`src/rtl/hyper_mvblck_pkg.sv`:
```
// Shared types and helpers for the hyperfabric block movers (LSAB <-> DRAM).
package hyper_mvblck_pkg;

  localparam int ADDR_W = 12;
  localparam int CNT_W  = 5;
  localparam int SEC_W  = 2;
  localparam int FILL_W = 6;
  localparam int BEAT_W = 6;

  typedef enum logic [1:0] {IDLE, RUN, DRAIN, FINISH} state_e;

  // MCU beats come in even-aligned pairs; an odd start adds a leading pad.
  function automatic logic [BEAT_W-1:0] beat_count(input logic [CNT_W-1:0] n,
                                                   input logic odd);
    logic [BEAT_W-1:0] sum;
    sum = BEAT_W'(n) + BEAT_W'(odd) + BEAT_W'(1);
    return sum & ~BEAT_W'(1);
  endfunction

  function automatic logic is_pad(input logic [BEAT_W-1:0] b,
                                  input logic [CNT_W-1:0] n,
                                  input logic odd);
    return (odd && (b == '0)) || (b == (BEAT_W'(n) + BEAT_W'(odd)));
  endfunction

endpackage

```
`src/rtl/hyper_mvblck_delay.sv`:
```
// LEAD-stage shift register aligning beat {valid, mask, address} with LSAB read data.
module hyper_mvblck_delay #(
  parameter int LEAD = 2,
  parameter int W    = 14
) (
  input  logic         clk_i,
  input  logic         rst_ni,
  input  logic [W-1:0] d_i,
  output logic [W-1:0] q_o
);

  logic [W-1:0] stage_q [LEAD];

  always_ff @(posedge clk_i or negedge rst_ni) begin
    if (!rst_ni) begin
      for (int i = 0; i < LEAD; i++) stage_q[i] <= '0;
    end else begin
      stage_q[0] <= d_i;
      for (int i = 1; i < LEAD; i++) stage_q[i] <= stage_q[i-1];
    end
  end

  assign q_o = stage_q[LEAD-1];

endmodule

```
`src/rtl/hyper_mvblck_todram.sv`:
```
// Block mover: drains up to 31 words from an LSAB section into DRAM via the MCU
// collision port, padding unaligned blocks with write-masked beats.
module hyper_mvblck_todram
  import hyper_mvblck_pkg::*;
#(
  parameter int LEAD = 2
) (
  input  logic              clk_i,
  input  logic              rst_ni,
  input  logic [ADDR_W-1:0] start_address_i,
  input  logic [CNT_W-1:0]  count_req_i,
  input  logic [SEC_W-1:0]  section_i,
  input  logic              issue_i,
  input  logic [FILL_W-1:0] lsab_fill_i,
  output logic [CNT_W-1:0]  count_sent_o,
  output logic              working_o,
  output logic              done_o,
  output logic              lsab_read_o,
  output logic [SEC_W-1:0]  lsab_section_o,
  output logic [ADDR_W-1:0] mcu_coll_address_o,
  output logic              mcu_request_access_o,
  output logic              mcu_write_mask_o
);

  localparam logic [1:0] DRAIN_INIT = 2'(LEAD - 1);
  localparam int         DLY_W      = ADDR_W + 2;

  state_e              state_q;
  logic [CNT_W-1:0]    n_q;
  logic                odd_q;
  logic [BEAT_W-1:0]   beats_q;
  logic [BEAT_W-1:0]   b_q;
  logic [ADDR_W-1:0]   base_q;
  logic [1:0]          drain_q;
  logic [CNT_W-1:0]    count_sent_q;
  logic                working_q;
  logic                done_q;
  logic                lsab_read_q;
  logic [SEC_W-1:0]    section_q;
  logic                beat_valid_q;
  logic                beat_mask_q;
  logic [ADDR_W-1:0]   beat_addr_q;

  logic [CNT_W-1:0]    n_d;
  logic                odd_d;
  logic [BEAT_W-1:0]   beats_d;
  logic [ADDR_W-1:0]   base_d;
  logic                pad0_d;
  logic                pad_run_d;
  logic [DLY_W-1:0]    dly_out;

  // Request is clamped to what the section actually holds.
  assign n_d       = (lsab_fill_i < FILL_W'(count_req_i)) ? lsab_fill_i[CNT_W-1:0] : count_req_i;
  assign odd_d     = start_address_i[0];
  assign beats_d   = beat_count(n_d, odd_d);
  assign base_d    = {start_address_i[ADDR_W-1:1], 1'b0};
  assign pad0_d    = is_pad('0, n_d, odd_d);
  assign pad_run_d = is_pad(b_q, n_q, odd_q);

  always_ff @(posedge clk_i or negedge rst_ni) begin
    if (!rst_ni) begin
      state_q      <= IDLE;
      n_q          <= '0;
      odd_q        <= 1'b0;
      beats_q      <= '0;
      b_q          <= '0;
      base_q       <= '0;
      drain_q      <= '0;
      count_sent_q <= '0;
      working_q    <= 1'b0;
      done_q       <= 1'b0;
      lsab_read_q  <= 1'b0;
      section_q    <= '0;
      beat_valid_q <= 1'b0;
      beat_mask_q  <= 1'b0;
      beat_addr_q  <= '0;
    end else begin
      done_q       <= 1'b0;
      lsab_read_q  <= 1'b0;
      beat_valid_q <= 1'b0;
      beat_mask_q  <= 1'b0;
      beat_addr_q  <= '0;
      case (state_q)
        IDLE, FINISH: begin
          if (issue_i) begin
            count_sent_q <= n_d;
            section_q    <= section_i;
            n_q          <= n_d;
            odd_q        <= odd_d;
            beats_q      <= beats_d;
            base_q       <= base_d;
            if (n_d == '0) begin
              state_q <= FINISH;
              done_q  <= 1'b1;
            end else begin
              // Beat 0 goes out on the issue edge so RUN spans exactly 'beats' cycles.
              state_q      <= RUN;
              working_q    <= 1'b1;
              beat_valid_q <= 1'b1;
              beat_mask_q  <= pad0_d;
              beat_addr_q  <= base_d;
              lsab_read_q  <= !pad0_d;
              b_q          <= BEAT_W'(1);
            end
          end else begin
            state_q <= IDLE;
          end
        end
        RUN: begin
          if (b_q < beats_q) begin
            beat_valid_q <= 1'b1;
            beat_mask_q  <= pad_run_d;
            beat_addr_q  <= base_q + ADDR_W'(b_q);
            lsab_read_q  <= !pad_run_d;
            b_q          <= b_q + BEAT_W'(1);
          end else begin
            state_q <= DRAIN;
            drain_q <= DRAIN_INIT;
          end
        end
        DRAIN: begin
          if (drain_q == '0) begin
            state_q   <= FINISH;
            done_q    <= 1'b1;
            working_q <= 1'b0;
          end else begin
            drain_q <= drain_q - 2'd1;
          end
        end
        default: state_q <= IDLE;
      endcase
    end
  end

  hyper_mvblck_delay #(
    .LEAD (LEAD),
    .W    (DLY_W)
  ) u_delay (
    .clk_i  (clk_i),
    .rst_ni (rst_ni),
    .d_i    ({beat_valid_q, beat_mask_q, beat_addr_q}),
    .q_o    (dly_out)
  );

  assign count_sent_o         = count_sent_q;
  assign working_o            = working_q;
  assign done_o               = done_q;
  assign lsab_read_o          = lsab_read_q;
  assign lsab_section_o       = section_q;
  assign mcu_request_access_o = dly_out[DLY_W-1];
  assign mcu_write_mask_o     = dly_out[DLY_W-2];
  assign mcu_coll_address_o   = dly_out[ADDR_W-1:0];

endmodule

```
`config.mk`:
```
export PLATFORM = sky130hd
export DESIGN_NAME = hyper_mvblck_todram
export DESIGN_NICKNAME = d
export VERILOG_FILES = /design/src/rtl/hyper_mvblck_pkg.sv /design/src/rtl/hyper_mvblck_delay.sv /design/src/rtl/hyper_mvblck_todram.sv
export SDC_FILE = /design/constraint.sdc
export NUM_CORES = 1
export LEC_CHECK = 0
export CORE_UTILIZATION = 35
export CTS_CLUSTER_DIAMETER = 60
export CTS_CLUSTER_SIZE = 10
export DETAILED_ROUTE_END_ITERATION = 6
export GPL_TIMING_DRIVEN = 0
export RECOVER_POWER = 25
export SYNTH_ARGS = -nofsm -noshare
export SYNTH_HDL_FRONTEND = slang
export SYNTH_SLANG_ARGS = --single-unit
```
`constraint.sdc`:
```
create_clock -name clk_i -period 3.33 [get_ports clk_i]
set_clock_uncertainty 0.05 [all_clocks]
set_input_delay 0.666 -clock clk_i [delete_from_list [all_inputs] [get_ports clk_i]]
set_output_delay 0.666 -clock clk_i [all_outputs]
set_load 0.05 [all_outputs]
```
Word-level counts from Yosys, hierarchy flattened

Index checks and enable logic that the tools add are counted.
Widths: inputs -> output; s select.

ROM bits: 0
Bits in latches: 0
Register bits after elaboration: 79
Input port bits: 28
Memories: 0
Output and inout bits: 24
Bits in writable memories: 0

$lt $le $gt $ge: 2
Divide/modulo/power cells: 0
Bitwise gates (word level): 0
Multiplexer cells: 37
Reduce and logical (&&, ||, !) cells: 19
$add $sub $neg: 6
Equality and inequality tests: 10
Multiply operators: 0
Shifts and indexed selects: 0

Operators with widths:

| operator            | count |
|---|---|
| $mux 12             | 3 |
| $pmux 12 s2         | 1 |
| $mux 6              | 3 |
| $mux 1              | 15 |
| $add 12x6->12       | 1 |
| $add 5x1->6         | 2 |
| $add 6x1->6 const B | 2 |
| $logic_not 6->1     | 2 |
| $mux 2              | 6 |
| $ne 2x2->1 const B  | 6 |
| $pmux 6 s2          | 1 |
| $pmux 1 s2          | 5 |
| $reduce_and 4->1    | 2 |
| $eq 6x6->1          | 1 |
| $lt 6x5->1          | 1 |
| $lt 6x6->1          | 1 |
| $pmux 2 s3          | 1 |
| $reduce_bool 2->1   | 3 |
| $logic_not 5->1     | 1 |
| $mux 5              | 1 |
| $eq 2x2->1 const B  | 2 |
| $logic_not 2->1     | 2 |
| $pmux 2 s2          | 1 |
| $reduce_and 2->1    | 2 |
| 7 further kinds     | 9 |

Longest topological paths before layout

Depth in word-level cells: 9
Gate-level depth with buffers: 16

Cells and area by module

Synthesis repeated with hierarchy kept, for this count alone.

Cells, all modules: 416
Area total of the unflattened synthesis: 4121.5 µm²

By module, submodules not included:

| module              | seq. area each (µm²) | area an instance (µm²) | instances | cells an instance |
|---|---|---|---|---|
| hyper_mvblck_todram | 1276.2               | 3315.7                 | 1         | 374 |
| hyper_mvblck_delay  | 700.7                | 805.8                  | 1         | 42 |

Least setup slack after synthesis

No wires, ideal clock.

Path type: input port to flip-flop
Start point: input port count_req_i[3]
End point: register beat_mask_q
Cell stages on the path: 16
Data required time: 3.203 ns
Arrival time: 3.429 ns
Setup slack: -0.227 ns
Library setup time: 0.077 ns
Cells stage by stage: inv_1 ha_1 a21o_1 a211oi_2 o21a_2 buf_6 mux2_2 ha_1 ha_1 inv_1 ha_1 nand3b_1 mux2i_1 a31oi_1 nand2b_1 a21oi_1

Longest elaborated chain between the ends: 8
Elaborated cells between the ends (all ways): 9
Those cells by class: add/sub: 1; order compare: 1; mux: 4; reduce/logical: 3

RTL lines:

| item                 | RTL line                   | source |
|---|---|---|
| from (decl)          | hyper_mvblck_todram.sv:11  | `input logic [CNT_W-1:0] count_req_i,` |
| $lt 6x5->1 (*)       | hyper_mvblck_todram.sv:53  | `assign n_d = (lsab_fill_i < FILL_W'(count_req_i)) ? lsab_fill_i[CNT_W-1:0] : count_req_i;` |
| $mux 5 (*)           | hyper_mvblck_todram.sv:53  |  |
| named net n_d[0]     | hyper_mvblck_todram.sv:44  | `logic [CNT_W-1:0] n_d;` |
| $add 5x1->6          | hyper_mvblck_pkg.sv:23     | `return (odd && (b == '0)) \|\| (b == (BEAT_W'(n) + BEAT_W'(odd)));` |
| $logic_not 6->1      | hyper_mvblck_pkg.sv:23     |  |
| $logic_or 1x1->1     | hyper_mvblck_pkg.sv:23     |  |
| $mux 1 (*)           | hyper_mvblck_todram.sv:92  | `if (n_d == '0) begin` |
| $mux 1 (*)           | hyper_mvblck_todram.sv:85  | `if (issue_i) begin` |
| $pmux 1 s2 (*)       | hyper_mvblck_todram.sv:83  | `case (state_q)` |
| to (signal assigned) | hyper_mvblck_todram.sv:100 | `beat_mask_q <= pad0_d;` |
| to (signal assigned) | hyper_mvblck_todram.sv:112 | `beat_mask_q <= pad_run_d;` |
| to (decl)            | hyper_mvblck_todram.sv:41  | `logic beat_mask_q;` |

Mark *: on every way through the listed nets, which the timed path passes. The rest lies on a longest branch.
A chain may end at the register's enable or synchronous reset.

Worst setup path in the final report

Start point: input port count_req_i[4]
End point: register beat_mask_q

Same word-level chain as after synthesis.

==> metrics.md <==
| Metric | Value |
|---|---|
| GRT Resource Usage Total | 0.159 |
| Leakage power summed over all cells | between 0.002 and 0.0025 uW |
| Slowest CP cell | mux2_2 |
| Part of the cycle the worst path needs | 0.981 |
| Crit-path most repeated cell | ha_4 |
| Via count of the first global-routing pass | 3062 |
| Result of the run | finished, violations left |
| Mapped Cells | 396 |
| Clock tree sinks | 79 |
| Antenna Diode Count | 0 |
| Power per cell area | roughly 940 nW/um2 |
| Number of iterations in the first detailed-routing pass | 4 |
| Average via count per standard cell | 5.08 |
| Register bit count reported by yosys | 79 |
| Sum of met3 wire segment lengths after detailed routing | between 300 and 400 um |
| Count of boundary I/O pins | 52 |
| Sequence of cells on the critical path | dlygate4sd2_1, inv_2, ha_4, a211oi_2, o21a_2, buf_4, mux2_2, ha_4, inv_4, ha_4, nand3b_1, mux2i_1, a31oi_2, nand2b_1, a21oi_1 |
| Uppermost metal layer occupied by signal nets | met4 |
| Multi-input combinational cell area | 1980 um2 |
| Worst slew margin | -0.118 |
| Final-report hold violation count | 0 |
| Total of warnings raised by yosys | 0 |
| Final Slew Violations | slightly above 70 |
| Maximum clock insertion buffer count | 2 |
| Wire length of the first global-routing pass | 15300 um |
| Weighted congestion reported at the end of routability-driven placement | 0.839 |
| DR vias | 3147 |
| Number of antenna violations at the first check in global routing | 0 |
| Cell Area, Synth | 4130 um2 |
| Total die area | 12200 um2 |
| Largest net degree at the start of global routing | between 70 and 80 |
| GRT Residual Overflow | 0 |
| Wire length reported by the detailed router | 9280 um |
| Hold Crit Class | input pin to async pin |
| CTS H-tree depth | 3 |
| Total of fill cells in the finished design | 1036 |
| Final critical-path required period | 3.27 ns |
| Detail Route met2 WL | 4790 um |
| Setup-violating endpoint count in the final report | 0 |
| Core ar. | ~11000 um2 |
| Leading cell type in the layout, fill and taps excluded | dfrtp_1 |
| Transition time of the tightest slew-check pin | 1.68 ns |
| # port buffers | 51 |
| Synth Flop Type | dfrtp_1 |
| Number of nets still failing antenna checks after routing | 0 |
| Setup slack of the most critical reg-to-reg path | 0.45 ns |
| Final setup TNS | 0 ns |
| Chip height | 111 um |
| Endpoint of the worst-slack reg-to-reg timing path | beat_addr_q[11] |
| Fraction of final layout cells with drive strength greater than 1 | 0.206 |
| Leading cell types in the layout, fill and taps excluded | dfrtp_1, clkdlybuf4s50_1, nor2_1 |
| Kind of capture point of the worst setup path | flop |
| P&R area growth vs syn | 28.5% |
| Netlist cell types | 57 |
| Routed met1 length | 3980 um |
| Data required time of the critical path | 3.53 ns |
| Initial core utilization | 0.360 |
| Worst VDD drop | a little under 0.0005 V |
| Per-instance average area after synthesis | 10.4 um2 |
| Chip Width | 111 um |
| Count of unresolved DRC violations after routing | 0 |
| Clock latency reported for the late side of the worst-skew pair | between 0.3 and 0.4 ns |
| Initial detailed-routing violation count | 118 |
| Clock Tree Root | clkbuf_16 |
| Setup Crit Path Kind | input pin to flop |
| Peak fanout along the critical path | 5 |
| Launching point of the worst reg2reg path | b_q[2] |
| Crit start category | input pin |
| Detail-routed net length per standard cell | 15.0 um |
| Reg2Reg Depth | 9 |
| Nets | 525 |
| Number of hold buffers added after cts | 0 |
| Worst stage delay on the critical path | 0.37 ns |
| Register area | 1980 um2 |
| Number of nets produced by synthesis | 450 |
| Buffers and inverters on the worst path | 4 |
| Worst hold slack after final layout | 0.201 ns |
| Path length in cells of the critical path | 15 |
| Delay-heaviest family, CP | compound AO/OA/AOI/OAI gates |
| Number of flops mapped to enable cells by yosys | 0 |
| FFs w/ async S/R, synth | 1.00 |
| Number of standard-cell rows in the floorplan | 39 |
| TritonCTS clock tree | done |
| Launch point of the critical path | count_req_i[4] |
| Number of maximum-capacitance constraint violations | 1 |
| Arrival time at the worst endpoint | about 3.5 ns |
| Sequential area share after synthesis | 0.479 |
| Violated checks | capacitance limit, slew limit |
| Worst setup path endpoint | beat_mask_q |
| TritonCTS Buffers | 9 |
| Clock edge transition at the registers on the reported setup and hold paths | 0.06 ns |
| Fmax | 0.306 GHz |
| Detailed placer's ending HPWL | 6580 um |
timing repair:
item,CTS,global route
endpoints found under the setup margin,7,5
buffers inserted,9,4
gates resized for setup,28,14
pin swaps,4,6
flip-flops by register name, indices dropped and copies added (netlist names):
signal	count
beat_addr_q	12
odd_q	1
lsab_read_o	1
beat_mask_q	1
drain_q	2
working_o	1
lsab_section_o	2
count_sent_o	5
beat_valid_q	1
u_delay.stage_q	14
done_o	1
base_q	11
beats_q	5
u_delay.q_o	14
b_q	6
state_q	2
where the power goes:
| group | internal (uW) | switching, uW | total, uW |
|---|---|---|---|
| sequential | 1350 | 237 | 1590 |
| combinational | 950 | 1410 | 2360 |
| clock | 659 | 393 | 1050 |
| total | 2960 | 2040 | 5000 |
cells by family after synthesis:
kind of cell	Yosys count	share of synthesized area
AO/OA/AOI/OAI	84	0.138
XOR/XNOR	20	0.0425
adder cells (fa/ha/maj)	26	0.0807
buffers and inverters	53	0.0646
flip-flops	79	0.479
multiplexers	22	0.0588
AND/OR/NAND/NOR	112	0.136
routing by layer:
| layer | vias to the layer above | track usage |
|---|---|---|
| met5 | - | 0 |
| met4 | 0 | 0.0516 |
| met3 | 17 | 0.0335 |
| met2 | 84 | 0.284 |
| met1 | 1517 | 0.190 |
| li1 | 1529 | - |
cells in the mapped netlist, types with 5 or more instances:
library cell,n,share of area
a21oi_1,21,0.025
a22oi_1,7,0.013
a31oi_1,6,0.0091
buf_2,6,0.0073
buf_4,12,0.022
clkbuf_1,5,0.0045
dfrtp_1,79,0.48
ha_1,25,0.076
inv_1,27,0.025
mux2_2,18,0.049
nand2_1,27,0.025
nand2b_1,8,0.012
nand3_1,14,0.017
nor2_1,31,0.028
nor2b_1,5,0.0076
o21ai_0,14,0.017
o21ai_1,5,0.0061
or4_1,5,0.0091
xnor2_1,14,0.030
xor2_1,6,0.013
layout make-up:
| cell class | count | share of cell area |
|---|---|---|
| clock inverters | 7 | 0.0179 |
| flip-flops and latches | 79 | 0.373 |
| inverters | 27 | 0.0201 |
| clock buffers | 9 | 0.0425 |
| well taps | 143 | 0.0337 |
| repair buffers | 65 | 0.111 |
| plain buffers | 25 | 0.0290 |
| multi-input cells | 264 | 0.373 |
how the worst min path moves through the flow:
stage	cells past startpoint	slack (ns)	to
detailed placement	0	0.28	u_delay.q_o[12]
global route	1	0.24	u_delay.stage_q[14]
CTS	1	0.10	u_delay.q_o[1]
finish	1	0.20	u_delay.q_o[1]
global placement	0	0.28	u_delay.stage_q[23]
floorplan	0	0.28	u_delay.q_o[0]
stage by stage:
stage	setup WS [ns]	cells	area [um2]	total power [uW]	utilization
final	0.0643	619	5300	5000	0.462
after CTS	0.0135	616	5300	5020	0.462
after floorplan	-0.0141	396	4170	3250	-
after global placement	-1.13	590	4860	3870	0.424
after detailed placement	-1.08	591	4890	3930	0.426
after global routing	-0.0257	619	5300	5330	0.462
Note: power is estimated with default switching activity, not from simulation.
